## src/rtl/vga_timing_pkg.sv

```systemverilog
// vga_timing_pkg: shared VGA timing definitions.
//   - default 640x480@60 horizontal/vertical timing constants
//   - vga_mode_t: one axis of a mode {active, fp, sync, bp}
//   - mode_total(): total length of an axis (active + porches + sync)
package vga_timing_pkg;

  localparam int unsigned DEF_H_ACTIVE = 32'd640;
  localparam int unsigned DEF_H_FP     = 32'd16;
  localparam int unsigned DEF_H_SYNC   = 32'd96;
  localparam int unsigned DEF_H_BP     = 32'd48;
  localparam int unsigned DEF_V_ACTIVE = 32'd480;
  localparam int unsigned DEF_V_FP     = 32'd10;
  localparam int unsigned DEF_V_SYNC   = 32'd2;
  localparam int unsigned DEF_V_BP     = 32'd33;
  localparam int unsigned DEF_CNT_W    = 32'd10;

  typedef struct packed {
    int unsigned active;
    int unsigned fp;
    int unsigned sync;
    int unsigned bp;
  } vga_mode_t;

  function automatic int unsigned mode_total(input vga_mode_t m);
    return m.active + m.fp + m.sync + m.bp;
  endfunction

endpackage

```

## src/rtl/vga_axis_counter.sv

```systemverilog
// vga_axis_counter: one timing axis (horizontal or vertical).
// Ports:
//   Clock    in   clock
//   Reset_n  in   synchronous active-low reset
//   Inc      in   advance the counter by one on this edge
//   Wrap     out  counter sits at its last position (TOTAL-1); combinational
//   Count    out  current position (registered)
//   Blank    out  Count >= ACTIVE (registered)
//   Sync     out  sync pin level, POL while in the sync window (registered)
//   Start    out  one-cycle pulse after an advance that wrapped to 0
// Blank/Sync/Start are decoded from the next count so they line up with Count.
module vga_axis_counter
  import vga_timing_pkg::*;
#(
  parameter int unsigned ACTIVE = DEF_H_ACTIVE,
  parameter int unsigned FP     = DEF_H_FP,
  parameter int unsigned SYNC   = DEF_H_SYNC,
  parameter int unsigned BP     = DEF_H_BP,
  parameter bit          POL    = 1'b0,
  parameter int unsigned CNT_W  = DEF_CNT_W
) (
  input  logic             Clock,
  input  logic             Reset_n,
  input  logic             Inc,
  output logic             Wrap,
  output logic [CNT_W-1:0] Count,
  output logic             Blank,
  output logic             Sync,
  output logic             Start
);

  localparam vga_mode_t   MODE  = '{active: ACTIVE, fp: FP, sync: SYNC, bp: BP};
  localparam int unsigned TOTAL = mode_total(MODE);

  if ((ACTIVE == 32'd0) || (FP == 32'd0) || (SYNC == 32'd0) || (BP == 32'd0) ||
      (TOTAL > (32'd1 << CNT_W))) begin : g_bad_mode
    $error("vga_axis_counter: zero timing parameter or total exceeds counter range");
  end

  localparam logic [CNT_W-1:0] LAST_C    = CNT_W'(TOTAL - 32'd1);
  localparam logic [CNT_W-1:0] ACTIVE_C  = CNT_W'(ACTIVE);
  localparam logic [CNT_W-1:0] SYNC_LO_C = CNT_W'(ACTIVE + FP);
  localparam logic [CNT_W-1:0] SYNC_HI_C = CNT_W'(ACTIVE + FP + SYNC);
  localparam logic [CNT_W-1:0] ONE_C     = CNT_W'(32'd1);

  logic [CNT_W-1:0] count_r;
  logic [CNT_W-1:0] count_next_s;
  logic             in_sync_s;
  logic             blank_r;
  logic             sync_r;
  logic             start_r;

  assign Wrap  = (count_r == LAST_C);
  assign Count = count_r;
  assign Blank = blank_r;
  assign Sync  = sync_r;
  assign Start = start_r;

  // Next position and sync-window decode of that next position.
  always_comb begin
    count_next_s = count_r;
    if (Inc) begin
      if (Wrap) begin
        count_next_s = {CNT_W{1'b0}};
      end else begin
        count_next_s = count_r + ONE_C;
      end
    end else begin
      count_next_s = count_r;
    end
    in_sync_s = (count_next_s >= SYNC_LO_C) && (count_next_s < SYNC_HI_C);
  end

  // Counter and registered decode; with Inc=0 levels hold and Start drops.
  always_ff @(posedge Clock) begin
    if (!Reset_n) begin
      count_r <= {CNT_W{1'b0}};
      blank_r <= 1'b0;
      sync_r  <= ~POL;
      start_r <= 1'b0;
    end else begin
      count_r <= count_next_s;
      blank_r <= (count_next_s >= ACTIVE_C);
      sync_r  <= in_sync_s ? POL : ~POL;
      start_r <= Inc & Wrap;
    end
  end

endmodule

```

## src/rtl/vga_timing_gen.sv

```systemverilog
// vga_timing_gen: parametrised VGA raster timing with vblank-synchronised
// double-buffer swap.
// Ports:
//   Clock, Reset_n         clock, synchronous active-low reset
//   PxEn                   pixel advance strobe
//   SwapReq                request a display/CPU buffer swap at next vblank
//   NmiEnable              enables Nmi_n while in vblank
//   Col, Row               current raster position
//   HBlank, VBlank         outside the visible area
//   HSync, VSync           sync pin levels (polarity from *_SYNC_POL)
//   FrameStart             one-cycle pulse on entry to (0,0)
//   VBlankStart            one-cycle pulse on entry to (0,V_ACTIVE)
//   BufSel, SwapAck        display buffer select, pulse when it toggles
//   Nmi_n                  ~(NmiEnable & VBlank), registered
// Every output is a flop loaded from next-state values, so all flags describe
// the Col/Row visible in the same cycle.
module vga_timing_gen
  import vga_timing_pkg::*;
#(
  parameter int unsigned H_ACTIVE   = DEF_H_ACTIVE,
  parameter int unsigned H_FP       = DEF_H_FP,
  parameter int unsigned H_SYNC     = DEF_H_SYNC,
  parameter int unsigned H_BP       = DEF_H_BP,
  parameter int unsigned V_ACTIVE   = DEF_V_ACTIVE,
  parameter int unsigned V_FP       = DEF_V_FP,
  parameter int unsigned V_SYNC     = DEF_V_SYNC,
  parameter int unsigned V_BP       = DEF_V_BP,
  parameter bit          H_SYNC_POL = 1'b0,
  parameter bit          V_SYNC_POL = 1'b0,
  parameter int unsigned CNT_W      = DEF_CNT_W
) (
  input  logic             Clock,
  input  logic             Reset_n,
  input  logic             PxEn,
  input  logic             SwapReq,
  input  logic             NmiEnable,
  output logic [CNT_W-1:0] Col,
  output logic [CNT_W-1:0] Row,
  output logic             HBlank,
  output logic             VBlank,
  output logic             HSync,
  output logic             VSync,
  output logic             FrameStart,
  output logic             VBlankStart,
  output logic             BufSel,
  output logic             SwapAck,
  output logic             Nmi_n
);

  localparam logic [CNT_W-1:0] V_ACTIVE_C   = CNT_W'(V_ACTIVE);
  localparam logic [CNT_W-1:0] V_LAST_ACT_C = CNT_W'(V_ACTIVE - 32'd1);
  localparam logic [CNT_W-1:0] ONE_C        = CNT_W'(32'd1);

  logic             h_wrap_s;
  logic             v_wrap_s;
  logic             v_inc_s;
  logic             h_start_unused_s;  // line-start pulse, not needed at this level
  logic [CNT_W-1:0] row_s;
  logic [CNT_W-1:0] row_next_s;
  logic             vbs_next_s;
  logic             vblank_next_s;
  logic             vbs_r;
  logic             bufsel_r;
  logic             pending_r;
  logic             swap_ack_r;
  logic             nmi_n_r;

  // The row only moves on the pixel that wraps the column.
  assign v_inc_s = PxEn & h_wrap_s;

  vga_axis_counter #(
    .ACTIVE (H_ACTIVE),
    .FP     (H_FP),
    .SYNC   (H_SYNC),
    .BP     (H_BP),
    .POL    (H_SYNC_POL),
    .CNT_W  (CNT_W)
  ) u_h_axis (
    .Clock   (Clock),
    .Reset_n (Reset_n),
    .Inc     (PxEn),
    .Wrap    (h_wrap_s),
    .Count   (Col),
    .Blank   (HBlank),
    .Sync    (HSync),
    .Start   (h_start_unused_s)
  );

  // Vertical wrap to row 0 coincides with the column wrap, i.e. entry to (0,0).
  vga_axis_counter #(
    .ACTIVE (V_ACTIVE),
    .FP     (V_FP),
    .SYNC   (V_SYNC),
    .BP     (V_BP),
    .POL    (V_SYNC_POL),
    .CNT_W  (CNT_W)
  ) u_v_axis (
    .Clock   (Clock),
    .Reset_n (Reset_n),
    .Inc     (v_inc_s),
    .Wrap    (v_wrap_s),
    .Count   (row_s),
    .Blank   (VBlank),
    .Sync    (VSync),
    .Start   (FrameStart)
  );

  assign Row         = row_s;
  assign VBlankStart = vbs_r;
  assign BufSel      = bufsel_r;
  assign SwapAck     = swap_ack_r;
  assign Nmi_n       = nmi_n_r;

  // Next row, vblank-entry event and next VBlank level for the Nmi_n flop.
  always_comb begin
    row_next_s = row_s;
    if (v_inc_s) begin
      if (v_wrap_s) begin
        row_next_s = {CNT_W{1'b0}};
      end else begin
        row_next_s = row_s + ONE_C;
      end
    end else begin
      row_next_s = row_s;
    end
    vbs_next_s    = v_inc_s & (row_s == V_LAST_ACT_C);
    vblank_next_s = (row_next_s >= V_ACTIVE_C);
  end

  // Swap arbitration: requests collect in pending; the vblank-entry edge
  // consumes pending (or a request arriving on that very edge) and toggles.
  always_ff @(posedge Clock) begin
    if (!Reset_n) begin
      vbs_r      <= 1'b0;
      bufsel_r   <= 1'b0;
      pending_r  <= 1'b0;
      swap_ack_r <= 1'b0;
      nmi_n_r    <= 1'b1;
    end else begin
      vbs_r   <= vbs_next_s;
      nmi_n_r <= ~(NmiEnable & vblank_next_s);
      if (vbs_next_s && (pending_r || SwapReq)) begin
        bufsel_r   <= ~bufsel_r;
        pending_r  <= 1'b0;
        swap_ack_r <= 1'b1;
      end else begin
        pending_r  <= pending_r | SwapReq;
        swap_ack_r <= 1'b0;
      end
    end
  end

endmodule

```

## config.mk

```make
export PLATFORM = sky130hd
export DESIGN_NAME = vga_timing_gen
export DESIGN_NICKNAME = d
export VERILOG_FILES = /design/src/rtl/vga_timing_pkg.sv /design/src/rtl/vga_axis_counter.sv /design/src/rtl/vga_timing_gen.sv
export SDC_FILE = /design/constraint.sdc
export NUM_CORES = 1
export LEC_CHECK = 0
export BUFFER_PORTS_ARGS = -buffer_cell sky130_fd_sc_hd__buf_2
export CORE_MARGIN = 2
export CORE_UTILIZATION = 58
export CTS_BUF_LIST = sky130_fd_sc_hd__clkbuf_8 sky130_fd_sc_hd__clkbuf_16
export DETAILED_ROUTE_END_ITERATION = 10
export PLACE_DENSITY = 0.81
export SLEW_MARGIN = 20
export SYNTH_ARGS = -nofsm -noshare
export SYNTH_HDL_FRONTEND = slang
export SYNTH_HIERARCHICAL = 1
export SYNTH_SLANG_ARGS = --single-unit
```

## constraint.sdc

```tcl
create_clock -name Clock -period 3.55 [get_ports Clock]
set_input_delay 0.71 -clock Clock [delete_from_list [all_inputs] [get_ports Clock]]
set_output_delay 0.71 -clock Clock [all_outputs]
set_load 0.01 [all_outputs]
```

==> out/summary.log <==
INFO  timing         fmax=0.408GHz
INFO  setup_path     timing.critical_path.max_delay_family=simple AND/OR/NAND/NOR gates
INFO  synth          yosysWarnings=6
INFO  floorplanning  design.die.area=0.00326sqmm
INFO  final_layout   n_fill_cell=242
INFO  route          highest_layer=met4
INFO  setup_path     start_kind=register
INFO  clock_network  number_of_levels_in_the_clock_h_tree=2
INFO  floorplanning  die_h=57.1um
INFO  setup_path     slowest_stage_cell_cp=sky130_fd_sc_hd__dfxtp_1
INFO  timing         finalSetupTns=0ns
INFO  route          drtAntennaViolNets=0
INFO  route          drt_first_pass_iters=4
INFO  route          met2_length=1680um
INFO  route          wire_per_inst=14.7um
INFO  final_layout   fin_cells=243
INFO  final_layout   area_grow_syn2layout=14.4%
INFO  floorplanning  floorplan.core_area=0.00271sqmm
INFO  setup_path     critical_path.max_fanout=13
INFO  floorplanning  die_w=57.1um
INFO  clock_network  numCtsBuffers=5
INFO  setup_path     crit_path_start=u_h_axis/Count[0]
INFO  global_route   grt_first_pass_wirelength=6030um
INFO  setup_path     crit_buf_inv=0
INFO  setup_path     critical_path.reg2reg.startpoint=u_h_axis/Count[0]
INFO  timing         worst_hold_slack=0.496ns
INFO  synth          syn-cell-area=0.00164sqmm
INFO  synth          post_synth.cell_area_avg=9.20squm
INFO  clock_network  cts.repair.resized=0
INFO  timing         setup_viol=0
INFO  power_and_ir_drop power_density=340mW/mm^2
INFO  floorplanning  floorplan.initialDensity=60.4%
INFO  setup_path     critical_path_s_largest_stage_delay=0.41ns
INFO  global_route   grt_overflow_total=0
INFO  final_layout   count_of_inserted_antenna_diode_cells=0
INFO  job            drv_cap=0
INFO  setup_path     crit_arrival=2.61ns
INFO  synth          postSynthNetCount=187
INFO  place          placement.setup.worst_slack=1.16ns
INFO  route          initialDrtViolationCount=58
INFO  place          place.port_buffers=33
INFO  clock_network  post_cts_hold_buffer_count=0
INFO  floorplanning  num_rows=19
INFO  power_and_ir_drop power.total=0.000636W
INFO  clock_network  path_clk_slew=0.06ns
INFO  clock_network  post_cts.repair.setup_buffers=0
INFO  place          numPlacedInstances=235
INFO  power_and_ir_drop power_leakage=0.809nW
INFO  power_and_ir_drop vdd_drop_max=0.318mV
INFO  route          drc=0
INFO  clock_network  max-clock-path-buffers=2
INFO  clock_network  cts_tree=yes
INFO  setup_path     crit_required=3.70ns
INFO  timing         fin_crit=2.45ns
INFO  place          hpwl=2610um
INFO  setup_path     worstPathCellList=ha_1 > and4_4 > and3_1 > and2_2 > nand4_2 > or3b_1 > a311oi_2 > nand4_1
INFO  place          gp_congestion=0.858
INFO  timing         final_min_period_over_clock_period=69.1%
INFO  timing         maxSlewViolCount=0
INFO  timing         max-slew-margin-rel=63.4%
INFO  timing         post-route-worst-setup-slack=1.10ns
INFO  worst_hold_path min_path_type=reg -> reg
INFO  floorplanning  ios=34
INFO  setup_path     end_kind=register
INFO  route          wirelength=3570um
INFO  global_route   antenna_found_initial=0
INFO  route          routed-wl-met3=232um
INFO  final_layout   nets=220
INFO  global_route   gr-usage-all-layers=23.8%
INFO  global_route   grt_max_degree=14
INFO  final_layout   layout-drive-gt1-share=24.5%
INFO  timing         worstMarginPinSlew=0.548ns
INFO  timing         number_of_hold_slack_violations_in_the_final_timing_report=0
INFO  run_status     outcome=finished, final reports clean
INFO  clock_network  tritoncts_num_sinks=30
INFO  setup_path     critical_path_class=reg -> reg
INFO  route          wirelength_met1=1620um
INFO  clock_network  clk_latency=0.28ns
INFO  timing         rsz0062_at_grt=no
INFO  global_route   via_count_of_the_first_global_routing_pass=1350
INFO  route          avgViaCountPerCell=6.03
INFO  clock_network  clockRootBuffer=sky130_fd_sc_hd__clkbuf_8
INFO  synth          cells_after_synthesis=178
INFO  worst_hold_path min-delay-start=BufSel
INFO  timing         skew=0.00268ns
INFO  route          num_vias=1466
cell type report:
type                       count  area (sq um)  area share [%]
clock buffer                   6          82.6            4.41
clock inverter                 2          8.76           0.468
inverter                       6          22.5            1.20
multi-input combinational    135           955            51.0
sequential                    30           601            32.1
tap                           31          38.8            2.07
timing repair buffer          33           165            8.82
per-stage QoR:
step                area [sq um]  utilization, %
floorplan                   1640               -
global placement            1780            65.7
detailed placement          1780            65.7
CTS                         1870            69.1
global route                1870            69.1
finish                      1870            69.1
path summary, 6_finish.rpt:
path	end	slack (ns)	depth (start not counted)
max	u_v_axis/Sync	1.10	8
min	BufSel	0.50	2
max reg2reg	u_v_axis/Sync	1.10	8
min reg2reg	BufSel	0.50	2
tightest hold or removal path, delay by kind of cell (launching register included):
family	cells	cell delay (ns)
flops	1	0.32
compound gates	2	0.13
report_power, final:
| group | switching [W] | internal, W | leakage [nW] | total, W |
|---|---|---|---|---|
| clock network | 0.000117 | 0.000153 | 0.0524 | 0.000269 |
| registers | 0.00000368 | 0.000340 | 0.242 | 0.000344 |
| logic | 0.0000145 | 0.00000842 | 0.514 | 0.0000229 |
| total | 0.000135 | 0.000501 | 0.809 | 0.000636 |
metal layers:
metal  up-vias  GRT usage (%)
met5         -              0
met4         0           10.3
met3         5           7.03
met2        59           37.1
met1       681           30.6
li1        721              -
cells in the final DEF, fill, tap and decap left out, types with 2 or more instances in the layout:
master                     count
sky130_fd_sc_hd__buf_2        33
sky130_fd_sc_hd__a21oi_1       9
sky130_fd_sc_hd__o31ai_1       2
sky130_fd_sc_hd__and4_1        3
sky130_fd_sc_hd__xnor2_1       6
sky130_fd_sc_hd__nor3_1        3
sky130_fd_sc_hd__mux2i_1       3
sky130_fd_sc_hd__xor2_1        7
sky130_fd_sc_hd__nand4_1      10
sky130_fd_sc_hd__nand2_1      12
sky130_fd_sc_hd__nand3_1      10
sky130_fd_sc_hd__nor2_1       22
sky130_fd_sc_hd__inv_1         7
sky130_fd_sc_hd__dfxtp_1      30
sky130_fd_sc_hd__and4_4        2
sky130_fd_sc_hd__clkbuf_8      6
sky130_fd_sc_hd__a31oi_1       2
sky130_fd_sc_hd__nor4_1        3
sky130_fd_sc_hd__or3_1         3
sky130_fd_sc_hd__and3_1        4
sky130_fd_sc_hd__nor3b_1       2
sky130_fd_sc_hd__a21o_1        2
sky130_fd_sc_hd__or4_1         2
sky130_fd_sc_hd__ha_1          4
No activity file was read; power rests on OpenSTA's default activity.
